**src/rtl/wb_stream_pkg.sv**
```systemverilog
// Shared types and constants for the wb_stream_master Wishbone initiator.
package wb_stream_pkg;

  localparam logic [31:0] DEFAULT_BASE_ADDR = 32'h3000_0000;
  localparam int unsigned DEFAULT_IDX_W     = 8;
  localparam int unsigned REQ_W             = 34 + DEFAULT_IDX_W;
  localparam int unsigned RESP_W            = 33;

  typedef enum logic [1:0] {
    REQ_INSTR = 2'd0,
    REQ_LOAD  = 2'd1,
    REQ_STORE = 2'd2,
    REQ_RSVD  = 2'd3
  } req_type_e;

  typedef enum logic [1:0] {
    ST_IDLE = 2'd0,
    ST_BUS  = 2'd1,
    ST_RESP = 2'd2
  } state_e;

  // Byte address of data word idx; idx is already zero-extended to 32 bits.
  function automatic logic [31:0] data_word_addr(input logic [31:0] base,
                                                 input logic [31:0] idx);
    return base + 32'd4 + (idx << 2);
  endfunction

endpackage

```
**src/rtl/wb_stream_master_wb_watchdog.sv**
```systemverilog
// Bus-cycle watchdog: cleared when a transaction is accepted, counts while the
// initiator sits in BUS and flags expiry on the last allowed cycle.
module wb_watchdog #(
  parameter int unsigned TIMEOUT_CYCLES = 256
) (
  input  logic clk_i,
  input  logic rst_i,
  input  logic clr_i,
  input  logic run_i,
  output logic expired_o
);

  localparam int unsigned CNT_W = $clog2(TIMEOUT_CYCLES + 1);

  logic [CNT_W-1:0] cnt_q, cnt_d;

  // Expiry fires on the edge that would end the TIMEOUT_CYCLES-th BUS cycle.
  assign expired_o = run_i && (cnt_q == CNT_W'(TIMEOUT_CYCLES - 1));

  // Next count: clear on accept, advance while running and not yet expired.
  always_comb begin
    cnt_d = cnt_q;
    if (clr_i) begin
      cnt_d = '0;
    end else if (run_i && !expired_o) begin
      cnt_d = cnt_q + CNT_W'(1);
    end
  end

  // Counter register.
  always_ff @(posedge clk_i or posedge rst_i) begin
    if (rst_i) cnt_q <= '0;
    else       cnt_q <= cnt_d;
  end

endmodule

```
**src/rtl/wb_stream_master.sv**
```systemverilog
// Wishbone B4 classic initiator: one val/rdy request becomes one single bus
// cycle (or none for the reserved type) and one val/rdy response.
// Optional feature macro: WB_TIMEOUT_EN (abort a bus cycle with no ack).
module wb_stream_master
  import wb_stream_pkg::*;
#(
  parameter logic [31:0] BASE_ADDR      = DEFAULT_BASE_ADDR,
  parameter int unsigned IDX_W          = DEFAULT_IDX_W,
  parameter int unsigned TIMEOUT_CYCLES = 256
) (
  input  logic              wb_clk_i,
  input  logic              wb_rst_i,
  output logic              wbm_cyc_o,
  output logic              wbm_stb_o,
  output logic              wbm_we_o,
  output logic [3:0]        wbm_sel_o,
  output logic [31:0]       wbm_adr_o,
  output logic [31:0]       wbm_dat_o,
  input  logic              wbm_ack_i,
  input  logic [31:0]       wbm_dat_i,
  input  logic [IDX_W+33:0] req_msg,
  input  logic              req_val,
  output logic              req_rdy,
  output logic [32:0]       resp_msg,
  output logic              resp_val,
  input  logic              resp_rdy
);

  state_e      state_q;
  logic        cyc_q, we_q, resp_val_q;
  logic [3:0]  sel_q;
  logic [31:0] adr_q, dat_q;
  logic [32:0] resp_msg_q;

  req_type_e   req_type;
  logic [31:0] req_data, req_word_adr;
  logic        accept, timeout;

  assign req_type     = req_type_e'(req_msg[IDX_W+33 -: 2]);
  assign req_data     = req_msg[31:0];
  assign req_word_adr = data_word_addr(BASE_ADDR, 32'(req_msg[32 +: IDX_W]));

  // Held low during reset even though the state register already reads IDLE.
  assign req_rdy = (state_q == ST_IDLE) && !wb_rst_i;
  assign accept  = req_val && req_rdy;

  assign wbm_cyc_o = cyc_q;
  assign wbm_stb_o = cyc_q;
  assign wbm_we_o  = we_q;
  assign wbm_sel_o = sel_q;
  assign wbm_adr_o = adr_q;
  assign wbm_dat_o = dat_q;
  assign resp_val  = resp_val_q;
  assign resp_msg  = resp_msg_q;

`ifdef WB_TIMEOUT_EN
  wb_watchdog #(
    .TIMEOUT_CYCLES(TIMEOUT_CYCLES)
  ) u_watchdog (
    .clk_i     (wb_clk_i),
    .rst_i     (wb_rst_i),
    .clr_i     (accept),
    .run_i     (state_q == ST_BUS),
    .expired_o (timeout)
  );
`else
  logic [31:0] unused_timeout_cfg;
  assign unused_timeout_cfg = TIMEOUT_CYCLES;
  assign timeout            = 1'b0;
`endif

  // Transaction FSM with registered bus and response outputs.
  always_ff @(posedge wb_clk_i or posedge wb_rst_i) begin
    if (wb_rst_i) begin
      state_q    <= ST_IDLE;
      cyc_q      <= 1'b0;
      we_q       <= 1'b0;
      sel_q      <= '0;
      adr_q      <= '0;
      dat_q      <= '0;
      resp_val_q <= 1'b0;
      resp_msg_q <= '0;
    end else begin
      unique case (state_q)
        ST_IDLE: begin
          if (accept) begin
            unique case (req_type)
              REQ_INSTR: begin
                cyc_q   <= 1'b1;
                we_q    <= 1'b1;
                sel_q   <= '1;
                adr_q   <= BASE_ADDR;
                dat_q   <= req_data;
                state_q <= ST_BUS;
              end
              REQ_LOAD: begin
                cyc_q   <= 1'b1;
                we_q    <= 1'b1;
                sel_q   <= '1;
                adr_q   <= req_word_adr;
                dat_q   <= req_data;
                state_q <= ST_BUS;
              end
              REQ_STORE: begin
                cyc_q   <= 1'b1;
                we_q    <= 1'b0;
                sel_q   <= '1;
                adr_q   <= req_word_adr;
                dat_q   <= '0;
                state_q <= ST_BUS;
              end
              default: begin
                resp_val_q <= 1'b1;
                resp_msg_q <= {1'b1, 32'h0};
                state_q    <= ST_RESP;
              end
            endcase
          end
        end
        ST_BUS: begin
          if (wbm_ack_i || timeout) begin
            cyc_q      <= 1'b0;
            we_q       <= 1'b0;
            sel_q      <= '0;
            adr_q      <= '0;
            dat_q      <= '0;
            resp_val_q <= 1'b1;
            state_q    <= ST_RESP;
            if (wbm_ack_i) resp_msg_q <= {1'b0, (we_q ? 32'h0 : wbm_dat_i)};
            else           resp_msg_q <= {1'b1, 32'h0};
          end
        end
        ST_RESP: begin
          if (resp_rdy) begin
            resp_val_q <= 1'b0;
            resp_msg_q <= '0;
            state_q    <= ST_IDLE;
          end
        end
        default: state_q <= ST_IDLE;
      endcase
    end
  end

endmodule

```
**config.mk**
```make
export PLATFORM = sky130hd
export DESIGN_NAME = wb_stream_master
export DESIGN_NICKNAME = d
export VERILOG_FILES = /design/src/rtl/wb_stream_pkg.sv /design/src/rtl/wb_stream_master_wb_watchdog.sv /design/src/rtl/wb_stream_master.sv
export SDC_FILE = /design/constraint.sdc
export NUM_CORES = 1
export LEC_CHECK = 0
export ABC_CLOCK_PERIOD_IN_PS = 2500
export CAP_MARGIN = 20
export CORE_AREA = 2 2 106 108
export CTS_CLUSTER_SIZE = 40
export DETAILED_ROUTE_END_ITERATION = 8
export DIE_AREA = 0 0 108 110
export PLACE_DENSITY = 0.74
export REMOVE_ABC_BUFFERS = 1
export SYNTH_ARGS = -nofsm -noshare
export SYNTH_HDL_FRONTEND = slang
export SYNTH_SLANG_ARGS = --single-unit
```
**constraint.sdc**
```tcl
create_clock -name wb_clk_i -period 2.5 [get_ports wb_clk_i]
set_input_delay 0.625 -clock wb_clk_i [delete_from_list [all_inputs] [get_ports wb_clk_i]]
set_output_delay 0.625 -clock wb_clk_i [all_outputs]
set_load 0.05 [all_outputs]
```
==> metrics.txt, run 1 <==
# TYPE chip_impl_metric gauge
chip_impl_info{name="result_of_the_run",value="finished clean"} 1
chip_impl_metric{name="fin_nets",unit=""} 577
chip_impl_metric{name="max_slew_margin",unit="%"} 60.67
chip_impl_metric{name="worst_ep_arrival_time",unit="ns"} 1.64
chip_impl_metric{name="insertedDiodeCount",unit=""} 0
chip_impl_metric{name="htreeDepth",unit=""} 3
chip_impl_metric{name="setup_slack_of_the_most_critical_reg_to_reg_path",unit="ns"} 0.37
chip_impl_metric{name="rows",unit=""} 38
chip_impl_metric{name="clk_latency",unit="ns"} 0.34
chip_impl_metric{name="detail-route-antenna-nets",unit=""} 0
chip_impl_info{name="rsz_0062_raised_after_global_routing",value="false"} 1
chip_impl_metric{name="vias_per_cell",unit=""} 4.507
chip_impl_metric{name="dp_hpwl",unit="µm"} 6534
chip_impl_info{name="postSynth.topFlopCell",value="sky130_fd_sc_hd__dfrtp_1"} 1
chip_impl_info{name="reg2reg_to",value="resp_msg[26]"} 1
chip_impl_metric{name="boundaryPins",unit=""} 185
chip_impl_metric{name="numClockSinks",unit=""} 80
chip_impl_metric{name="fmax",unit="MHz"} 441.3
chip_impl_metric{name="area_delta_synth_final",unit="%"} 51.15
chip_impl_metric{name="fraction_of_layout_cells_with_a_size_suffix_above_1",unit="%"} 7.943
chip_impl_metric{name="syn_inst",unit=""} 323
chip_impl_info{name="hp-class",value="reg2reg"} 1
chip_impl_metric{name="power.density",unit="nW/µm²"} 1205
chip_impl_metric{name="floorplan.initialDensity",unit="%"} 35.08
chip_impl_metric{name="gr-usage-all-layers",unit="%"} 15.48
chip_impl_info{name="cts_tree",value="yes"} 1
chip_impl_metric{name="grt_max_degree",unit=""} 81
chip_impl_info{name="worst_setup_path_start_kind",value="register"} 1
chip_impl_metric{name="drt_wl_total",unit="µm"} 9022
chip_impl_info{name="clk_root_buf",value="sky130_fd_sc_hd__clkbuf_8"} 1
chip_impl_metric{name="synth_seq_cells",unit=""} 80
chip_impl_metric{name="portBuffers",unit=""} 163
chip_impl_info{name="timing.critical_path.max_delay_family",value="buffers and inverters"} 1
chip_impl_metric{name="drt_first_iter_violations",unit=""} 112
chip_impl_metric{name="min_period",unit="ns"} 2.266
chip_impl_metric{name="layout.filler_cells",unit=""} 964
chip_impl_metric{name="synthDistinctLibCells",unit=""} 36
chip_impl_metric{name="cts.path.max_buffers",unit=""} 2
chip_impl_metric{name="peakVddDrop",unit="mV"} 0.8352
chip_impl_metric{name="part_of_the_yosys_area_used_for_sequential_elements",unit="%"} 53.35
chip_impl_metric{name="hold-path-cell-count",unit=""} 1
chip_impl_metric{name="cts_setup_buffers",unit=""} 0
chip_impl_metric{name="timing.clock.skew",unit="ns"} 0.01236
chip_impl_metric{name="final.hold.worst_slack",unit="ns"} 0.4947
chip_impl_metric{name="post-place-ws",unit="ns"} -0.006934
chip_impl_metric{name="period_share",unit="%"} 90.65
chip_impl_metric{name="grt_pass1_vias",unit=""} 2970
chip_impl_metric{name="fin_ws",unit="ns"} 0.2338
chip_impl_metric{name="ff2ff_path_depth",unit=""} 7
chip_impl_metric{name="synth-edff-count",unit=""} 0
chip_impl_info{name="setup.worst_path.end_class",value="output port"} 1
chip_impl_metric{name="detailed_route_drc_error_count",unit=""} 0
chip_impl_metric{name="total_leakage_power",unit="nW"} 2.582
chip_impl_metric{name="first_pass_iters",unit=""} 4
chip_impl_metric{name="clk_transition_reported_paths",unit="ns"} 0.08
chip_impl_metric{name="cp_slowest_stage_delay",unit="ns"} 0.84
chip_impl_metric{name="synth-async-reset-ratio",unit="%"} 100.0
chip_impl_info{name="timing.hold.worst.start",value="wbm_adr_o[4]"} 1
chip_impl_metric{name="cts_hold_repair.buffers",unit=""} 0
chip_impl_metric{name="path_max_fanout",unit=""} 8
chip_impl_metric{name="fp.dieW",unit="µm"} 108
chip_impl_metric{name="drv_cap",unit=""} 0
chip_impl_metric{name="overflow",unit=""} 0
chip_impl_info{name="crit_path_cell_trace",value="clkdlybuf4s50_1"} 1
chip_impl_metric{name="post_cts.resized_instances",unit=""} 0
chip_impl_info{name="critical_path.slowest_cell",value="sky130_fd_sc_hd__clkdlybuf4s50_1"} 1
chip_impl_metric{name="place_congestion",unit=""} 0.7713
chip_impl_metric{name="antenna_found_initial",unit=""} 0
chip_impl_metric{name="dieArea",unit="µm²"} 11880
chip_impl_metric{name="drt-wirelength-per-cell",unit="µm"} 14.30
chip_impl_metric{name="syn-mean-instance-area",unit="µm²"} 11.62
chip_impl_info{name="timing.setup.critical_path_class",value="reg2out"} 1
chip_impl_info{name="worst_hold_path.endpoint",value="wbm_adr_o[4]"} 1
chip_impl_metric{name="worstMarginPinSlew",unit="ns"} 0.5893
chip_impl_metric{name="grt_first_pass_wirelength",unit="µm"} 14480
chip_impl_metric{name="placeableCoreArea",unit="µm²"} 10700
chip_impl_metric{name="setup_violation_total_in_the_final_timing_report",unit=""} 0
chip_impl_metric{name="synthesis.yosys.warnings",unit=""} 0
chip_impl_metric{name="vias",unit=""} 2844
chip_impl_info{name="crit-reg2reg-launch",value="state_q[1]"} 1
chip_impl_metric{name="timing.critical_path.required",unit="ns"} 1.88
chip_impl_metric{name="final_hold_viol_count",unit=""} 0
chip_impl_metric{name="die_y",unit="µm"} 110
chip_impl_metric{name="tritoncts.num_buffers",unit=""} 9
chip_impl_metric{name="syn-cell-area",unit="µm²"} 3752
chip_impl_metric{name="drv_slew",unit=""} 0
chip_impl_metric{name="crit_buf_inv",unit=""} 1
[power by group]
| group | total, mW | switching, mW | internal (mW) | leakage (nW) |
|---|---|---|---|---|
| registers | 1.90 | 0.233 | 1.67 | 1.09 |
| clock network | 1.00 | 0.456 | 0.545 | 0.0970 |
| logic | 3.93 | 2.50 | 1.43 | 1.40 |
| total | 6.83 | 3.19 | 3.65 | 2.58 |
[metal layers]
layer,part of all wire [%],up-vias,global-route usage [%]
li1,-,1359,-
met1,42,1366,19.93
met2,50,101,25.56
met3,5.3,18,2.939
met4,2.1,0,6.777
met5,0,-,0
[metrics by stage]
step           utilization [%]  std cells  setup TNS, ns  instance area (µm²)  total power [mW]
4_1_cts                  53.02        631              0                 5672             6.917
5_1_grt                  53.02        631              0                 5672             7.197
3_5_place_dp             51.18        618      -0.006934                 5475             5.881
3_3_place_gp             51.04        617         -9.354                 5460             5.825
2_1_floorplan                -        302         -15.75                 3515             4.494
6_report                 53.02        631              0                 5672             6.833
[synthesized netlist by cell type, types with 2 or more instances]
cell type	count	area, µm²
sky130_fd_sc_hd__a22o_1	33	289.0
sky130_fd_sc_hd__nor2_1	6	22.52
sky130_fd_sc_hd__mux2i_1	33	330.3
sky130_fd_sc_hd__xnor2_1	4	35.03
sky130_fd_sc_hd__nor2b_1	2	12.51
sky130_fd_sc_hd__buf_4	30	225.2
sky130_fd_sc_hd__o2bb2ai_1	8	70.07
sky130_fd_sc_hd__xor2_1	2	17.52
sky130_fd_sc_hd__nand3_1	4	20.02
sky130_fd_sc_hd__and3b_1	2	17.52
sky130_fd_sc_hd__buf_6	6	67.56
sky130_fd_sc_hd__dfrtp_1	80	2002
sky130_fd_sc_hd__ha_1	9	112.6
sky130_fd_sc_hd__a21oi_1	3	15.01
sky130_fd_sc_hd__nand2_2	2	12.51
sky130_fd_sc_hd__clkbuf_1	4	15.01
sky130_fd_sc_hd__o21ai_0	2	10.01
sky130_fd_sc_hd__nand2_1	36	135.1
sky130_fd_sc_hd__inv_1	40	150.1
[logic make-up (layout without fill, tap and decap cells)]
| kind of cell | after synthesis | after routing | synth area share [%] |
|---|---|---|---|
| xor gates and xnor gates | 6 | 6 | 1.400 |
| buffers and inverters | 82 | 230 | 12.50 |
| and+or+nand+nor | 58 | 58 | 7.503 |
| muxes | 34 | 34 | 9.103 |
| other | 1 | 21 | 0.09994 |
| adders and majority gates | 9 | 9 | 3.001 |
| DFF | 80 | 80 | 53.35 |
| AOI/OAI and AO/OA | 53 | 53 | 13.04 |
[registers in the layout, indices dropped and copies added (netlist names)]
| signal | count |
|---|---|
| wbm_dat_o | 32 |
| state_q | 2 |
| resp_val | 1 |
| wbm_adr_o | 10 |
| wbm_sel_o | 1 |
| resp_msg | 33 |
| wbm_we_o | 1 |
[worst max-delay path by stage]
stage | start | to | depth (start not counted)
2_1_floorplan | wbm_sel_o[2] | wbm_sel_o[2] | 3
5_1_grt | state_q[1] | req_rdy | 6
3_3_place_gp | req_msg[40] | wbm_dat_o[13] | 5
3_5_place_dp | req_msg[40] | wbm_dat_o[9] | 6
4_1_cts | wbm_sel_o[2] | wbm_sel_o[1] | 1
6_report | wbm_sel_o[2] | wbm_sel_o[1] | 1
[final cells by class]
type	count	area (µm²)	share of cell area, %
sequential	80	2002	35.30
tap	140	175.2	3.088
timing repair buffer	176	1784	31.46
inverter	41	157.7	2.780
clock buffer	9	123.9	2.184
multi-input combinational	181	1356	23.91
clock inverter	4	72.57	1.280
[worst register-to-register path: stages (launching register included)]
cell and delay [ns]:
sky130_fd_sc_hd__dfrtp_1 0.42, sky130_fd_sc_hd__inv_1 0.10, sky130_fd_sc_hd__ha_1 0.39, sky130_fd_sc_hd__nor2b_1 0.41
sky130_fd_sc_hd__a221oi_4 0.09, sky130_fd_sc_hd__nand2_2 0.14, sky130_fd_sc_hd__buf_12 0.25, sky130_fd_sc_hd__mux2i_1 0.26
[cells in the final DEF (no fill, tap or decap), types with 2 or more instances in the layout]
master / n
sky130_fd_sc_hd__a21oi_1: 3
sky130_fd_sc_hd__a22o_1: 33
sky130_fd_sc_hd__and3b_1: 2
sky130_fd_sc_hd__buf_12: 4
sky130_fd_sc_hd__buf_4: 9
sky130_fd_sc_hd__bufinv_16: 2
sky130_fd_sc_hd__clkbuf_8: 9
sky130_fd_sc_hd__clkdlybuf4s50_1: 162
sky130_fd_sc_hd__clkinv_2: 2
sky130_fd_sc_hd__conb_1: 21
sky130_fd_sc_hd__dfrtp_1: 80
sky130_fd_sc_hd__ha_1: 9
sky130_fd_sc_hd__inv_1: 39
sky130_fd_sc_hd__mux2i_1: 33
sky130_fd_sc_hd__nand2_1: 36
sky130_fd_sc_hd__nand2_2: 2
sky130_fd_sc_hd__nand3_1: 4
sky130_fd_sc_hd__nor2_1: 6
sky130_fd_sc_hd__nor2b_1: 2
sky130_fd_sc_hd__o21ai_0: 2
sky130_fd_sc_hd__o2bb2ai_1: 8
sky130_fd_sc_hd__xnor2_1: 4
sky130_fd_sc_hd__xor2_1: 2
Note: power is estimated with default switching activity, not from simulation.
==> inputs of run 2 (changes only) <==
--- a/config.mk
+++ b/config.mk
@@ -13,6 +13,7 @@
 export DIE_AREA = 0 0 108 110
 export PLACE_DENSITY = 0.74
 export REMOVE_ABC_BUFFERS = 1
+export SETUP_SLACK_MARGIN = 0.1
 export SYNTH_ARGS = -nofsm -noshare
 export SYNTH_HDL_FRONTEND = slang
 export SYNTH_SLANG_ARGS = --single-unit
==> results of run 2 <==
Same layout as run 1: the final DEF is identical, and so are final timing and power.
==> inputs of run 3 (changes only) <==
--- a/config.mk
+++ b/config.mk
@@ -16,4 +16,5 @@
 export SETUP_SLACK_MARGIN = 0.1
 export SYNTH_ARGS = -nofsm -noshare
 export SYNTH_HDL_FRONTEND = slang
+export SYNTH_HIERARCHICAL = 1
 export SYNTH_SLANG_ARGS = --single-unit
==> results of run 3 <==
Same layout as run 1: the final DEF is identical, and so are final timing and power.
Among the figures that moved: Yosys warning count 0 -> 6
